==> src/rtl/vga_sync_gen.sv <==
// VGA timing generator: divides clk to a pixel rate, scans H/V counters and produces
// registered sync, blanking and line/frame pulses aligned with the x/y outputs.
module vga_sync_gen #(
  parameter int unsigned CLK_DIV  = 2,
  parameter int unsigned H_VIS    = 640,
  parameter int unsigned H_FP     = 16,
  parameter int unsigned H_SYNC   = 96,
  parameter int unsigned H_BP     = 48,
  parameter int unsigned V_VIS    = 480,
  parameter int unsigned V_FP     = 10,
  parameter int unsigned V_SYNC   = 2,
  parameter int unsigned V_BP     = 33,
  parameter bit          SYNC_POL = 1'b0
) (
  input  logic       clk,
  input  logic       resetn,
  output logic       pix_tick,
  output logic [9:0] x,
  output logic [9:0] y,
  output logic       video_on,
  output logic       hsync,
  output logic       vsync,
  output logic       line_start,
  output logic       frame_start
);

  localparam int unsigned H_TOTAL = H_VIS + H_FP + H_SYNC + H_BP;
  localparam int unsigned V_TOTAL = V_VIS + V_FP + V_SYNC + V_BP;
  localparam int unsigned DivW    = (CLK_DIV > 1) ? $clog2(CLK_DIV) : 1;

  localparam logic [DivW-1:0] DivMax = DivW'(CLK_DIV - 1);
  localparam logic [9:0] HMax  = 10'(H_TOTAL - 1);
  localparam logic [9:0] VMax  = 10'(V_TOTAL - 1);
  localparam logic [9:0] HVis  = 10'(H_VIS);
  localparam logic [9:0] VVis  = 10'(V_VIS);
  localparam logic [9:0] HsBeg = 10'(H_VIS + H_FP);
  localparam logic [9:0] HsEnd = 10'(H_VIS + H_FP + H_SYNC - 1);
  localparam logic [9:0] VsBeg = 10'(V_VIS + V_FP);
  localparam logic [9:0] VsEnd = 10'(V_VIS + V_FP + V_SYNC - 1);

  logic [DivW-1:0] div_q, div_d;
  logic [9:0]      h_q, h_d, v_q, v_d;
  logic            tick, h_wrap, v_wrap;
  logic            pix_tick_q, video_on_q, hsync_q, vsync_q, line_start_q, frame_start_q;

  // The tick is sampled from the divider phase, so the first pixel step lands CLK_DIV clks
  // after reset release and counters/outputs update on that same edge.
  always_comb begin
    tick   = (div_q == DivMax);
    div_d  = tick ? '0 : div_q + 1'b1;
    h_d    = h_q;
    v_d    = v_q;
    h_wrap = 1'b0;
    v_wrap = 1'b0;
    if (tick) begin
      if (h_q == HMax) begin
        h_d    = '0;
        h_wrap = 1'b1;
        if (v_q == VMax) begin
          v_d    = '0;
          v_wrap = 1'b1;
        end else begin
          v_d = v_q + 10'd1;
        end
      end else begin
        h_d = h_q + 10'd1;
      end
    end
  end

  always_ff @(posedge clk) begin
    if (!resetn) begin
      div_q         <= '0;
      h_q           <= '0;
      v_q           <= '0;
      pix_tick_q    <= 1'b0;
      video_on_q    <= 1'b0;
      line_start_q  <= 1'b0;
      frame_start_q <= 1'b0;
      hsync_q       <= ~SYNC_POL;
      vsync_q       <= ~SYNC_POL;
    end else begin
      div_q         <= div_d;
      h_q           <= h_d;
      v_q           <= v_d;
      pix_tick_q    <= tick;
      video_on_q    <= (h_d < HVis) && (v_d < VVis);
      line_start_q  <= h_wrap;
      frame_start_q <= h_wrap && v_wrap;
      hsync_q       <= ((h_d >= HsBeg) && (h_d <= HsEnd)) ? SYNC_POL : ~SYNC_POL;
      vsync_q       <= ((v_d >= VsBeg) && (v_d <= VsEnd)) ? SYNC_POL : ~SYNC_POL;
    end
  end

  assign pix_tick    = pix_tick_q;
  assign x           = h_q;
  assign y           = v_q;
  assign video_on    = video_on_q;
  assign hsync       = hsync_q;
  assign vsync       = vsync_q;
  assign line_start  = line_start_q;
  assign frame_start = frame_start_q;

endmodule
==> config.mk <==
export PLATFORM = sky130hd
export DESIGN_NAME = vga_sync_gen
export DESIGN_NICKNAME = d
export VERILOG_FILES = /design/src/rtl/vga_sync_gen.sv
export SDC_FILE = /design/constraint.sdc
export NUM_CORES = 1
export LEC_CHECK = 0
export CAP_MARGIN = 0
export CORE_ASPECT_RATIO = 0.6
export CORE_MARGIN = 5
export CORE_UTILIZATION = 51
export DETAILED_ROUTE_END_ITERATION = 10
export GPL_TIMING_DRIVEN = 0
export PLACE_DENSITY = 0.9
export SYNTH_ARGS = -nofsm -noshare
export SYNTH_HDL_FRONTEND = slang
export SYNTH_SLANG_ARGS = --single-unit
==> constraint.sdc <==
create_clock -name clk -period 2.7 [get_ports clk]
set_clock_uncertainty 0.15 [all_clocks]
set_input_delay 0.54 -clock clk [delete_from_list [all_inputs] [get_ports clk]]
set_output_delay 0.54 -clock clk [all_outputs]
set_load 0.02 [all_outputs]
==> summary.txt <==
Worst hold path
  – Hold EP: y[0]
  – Hold Path Origin: y[0]
  – Hold path cells: 2
  – Min-Delay Path Class: reg -> reg

Route
  – Avg WL per Cell: 16.2 um
  – TritonRoute pass-1 iters: 4
  – DRT iter0 DRCs: 205
  – DRC errors left: 0
  – WL final: about 3600 um
  – Via count: 1369
  – DRT antenna net count: 0
  – Vias/cell: 6.11

GRT
  – Initial antenna violation count: 0
  – Largest net degree at the start of global routing: 17
  – First-pass GRT wire length: 5880 um
  – Global Route Usage Sum: 18.8%
  – Vias in the first global route: around 1.3k
  – Grt ovf: 0

Clock network
  – CTS root buf: clkbuf_8
  – Hold bufs inserted after CTS: 0
  – Clock Pin Slew Worst Setup and Hold Paths: ~0.10 ns
  – Post CTS Setup Buffer Count: 0
  – Clock buffer depth: 2
  – CTS tree: yes
  – Resized Gates After CTS: 0
  – H-tree levels: 1
  – Worst skew pair latency: 0.28 ns
  – Sink Count: 27
  – Clock buffer count from CTS: 3

Floorplan
  – Row count: 14
  – Initial Util: 54.9%
  – Core ar.: 2590 um^2
  – Die height: 50.9 um
  – Die W: 78.2 um
  – I/O pins: 28
  – Full die area: 3980 um^2

Pwr
  – PwrDens: approximately 390 nW/um^2
  – P_int: 0.000525 W
  – NetSw: 0.000164 W
  – Tot Pwr: 0.000689 W
  – Clock power frac: 35.4%
  – Static leakage: around 0.64 nW
  – Flop pwr share: 59.3%
  – Combinational fraction of design power: under 10%
  – Sw frac: 23.8%
  – Peak supply drop: 342 uV

Critical path
  – Reg-to-reg endpoint: vsync
  – Worst R2R Setup Slack: 0.30 ns
  – CP startpoint kind: register
  – Delay of the slowest cell on the worst path: about 0.44 ns
  – CP Cell Sequence: ha_1, and4_1, buf_2, and4_1, buf_6, nand3_4, xnor2_1, a211oi_2, nand4_1
  – CP Capture Type: register
  – Crit path max-delay cell type: dfxtp_1
  – Setup CP Type: reg -> reg
  – Worst EP required: 2.71 ns
  – Worst r2r src: x[0]
  – Arrival time at the worst endpoint: ~2.4 ns
  – Critical path peak fanout: 8
  – Worst-case reg-to-reg path depth: 9
  – Critical Path Most Common Cell: and4_1

Final layout
  – Diode count: 0
  – Final nets: approximately 200
  – Area grow syn2layout: 25.2%
  – Fillers: between 150 and 200
  – Commonest non-fill, non-tap cells in the layout: dfxtp_1, clkdlybuf4s50_1, nor2_1, nand2_1, nand4_1
  – Post-route cell area: roughly 1800 um^2
  – Share of layout cells above drive strength 1: under 10%

STA
  – Hold_ws: 0.395 ns
  – Max Transition Viols Final: 0
  – Final setup viols: 0
  – Fin. Hold Viols: 0
  – Relative slew slack: 57.6%
  – Worst-margin pin slew: 0.629 ns
  – Final period util: 88.8%
  – Minimum clock period: ~2.4 ns
  – Total negative slack: 0 ns
  – RSZ-0062 raised after global routing: no
  – Fmax: 417 MHz

Job
  – MaxCap Viol Count: 0

Place
  – DP Area: 1730 um^2
  – GPL Wtd Cong: 0.936
  – HPWL after DPL: about 2600 um
  – IO buf count: 27

Synth
  – Mapped Avg Cell Area: 8.84 um^2
  – Synth Warn #: 0
  – Synth cell types: a little over 40
  – Syn Nets: 166
  – Number of synthesized register bits: 27
  – Async S/R FF share, synth: 0%
  – Mapped cell area: 1420 um^2
  – Sequential share of the synthesized area: 38.0%
  – Cells after synthesis: 161
  – Post-synth EDFFs: 0
  – Synth Flop Type: dfxtp_1

Status
  – Status: finished clean
per-layer routing:
| metal | wire, um | GRT usage [%] | up-vias |
|---|---|---|---|
| li1 | - | - | 631 |
| met1 | 1480 | 22.8 | 641 |
| met2 | 1700 | 30.8 | 86 |
| met3 | 366 | 5.96 | 11 |
| met4 | 70 | 8.43 | 0 |
| met5 | 0 | 0 | - |
kinds of logic (layout without fill, tap and decap cells):
logic type	count (synthesis)	after routing	share of synthesized area, %
AND/OR/NAND/NOR	75	75	30.8
XOR/XNOR	15	15	9.24
adder cells (fa/ha/maj)	3	3	2.64
AO/OA/AOI/OAI	28	28	13.7
multiplexers	1	1	0.704
buffers and inverters	12	43	4.93
flip-flops	27	27	38.0
power by group through the flow:
stage | clock network, W | logic, W | registers, W
final | 0.000244 | 0.0000366 | 0.000408
after global routing | 0.000266 | 0.0000398 | 0.000410
after CTS | 0.000244 | 0.0000369 | 0.000408
after detailed placement | 0 | 0.0000364 | 0.000417
after global placement | 0 | 0.0000346 | 0.000417
after floorplan | 0 | 0.0000150 | 0.000422
worst max-delay path, delay by kind of cell (launching register included):
kind            cells  cell delay [ns]
fa+ha+maj           1             0.21
buf+inv             2             0.32
xor+xnor            1             0.17
flops               1             0.44
simple gates        4             0.66
compound gates      1             0.31
worst max-delay path by stage:
stage | startpoint | to | slack (ns) | depth (start not counted)
after global routing | x[0] | vsync | 0.19 | 9
after floorplan | x[0] | vsync | 0.52 | 9
final | x[0] | vsync | 0.30 | 9
after detailed placement | x[0] | vsync | 0.36 | 9
after global placement | x[0] | vsync | 0.44 | 9
after CTS | x[0] | vsync | 0.32 | 9
cell usage after synthesis, types with 2 or more instances:
| library cell | count | area share [%] |
|---|---|---|
| and3_1 | 3 | 1.3 |
| buf_2 | 4 | 1.4 |
| and4_1 | 3 | 1.8 |
| nand2_1 | 14 | 3.7 |
| clkbuf_1 | 2 | 0.53 |
| dfxtp_1 | 27 | 38 |
| o2111ai_1 | 2 | 1.2 |
| xnor2_1 | 7 | 4.3 |
| xor2_1 | 8 | 4.9 |
| and2_1 | 7 | 3.1 |
| a21boi_0 | 3 | 1.6 |
| o31ai_1 | 2 | 1.1 |
| inv_1 | 2 | 0.53 |
| and3b_1 | 2 | 1.2 |
| nor3_1 | 4 | 1.4 |
| buf_6 | 2 | 1.6 |
| a21oi_1 | 6 | 2.1 |
| nand3_1 | 7 | 2.5 |
| nor2b_1 | 5 | 2.2 |
| nor2_1 | 14 | 3.7 |
| nand4_1 | 9 | 4.0 |
| o211ai_1 | 2 | 1.1 |
| o21ai_0 | 6 | 2.1 |
| ha_1 | 3 | 2.6 |
layout make-up:
| cell class | instances | area (um^2) | area share (%) |
|---|---|---|---|
| well taps | 32 | 40.0 | 2.25 |
| repair buffers | 27 | 270 | 15.2 |
| clock buffers | 3 | 41.3 | 2.32 |
| clock inverters | 1 | 7.51 | 0.421 |
| inverters | 2 | 7.51 | 0.421 |
| plain buffers | 10 | 62.6 | 3.51 |
| flip-flops and latches | 27 | 541 | 30.3 |
| multi-input cells | 122 | 812 | 45.6 |
stage by stage:
stage | setup slack (ns) | std cells | util, %
2_1_floorplan | 0.524 | 161 | -
3_3_place_gp | 0.439 | 220 | 66.8
3_5_place_dp | 0.364 | 220 | 66.8
4_1_cts | 0.319 | 224 | 68.7
5_1_grt | 0.185 | 224 | 68.7
6_report | 0.302 | 224 | 68.7
registers in the layout (all words and copies together), names as in the netlist:
signal,count
x,10
video_on,1
div_q,1
vsync,1
hsync,1
frame_start,1
line_start,1
pix_tick,1
y,10
No activity file was read; power rests on OpenSTA's default activity.
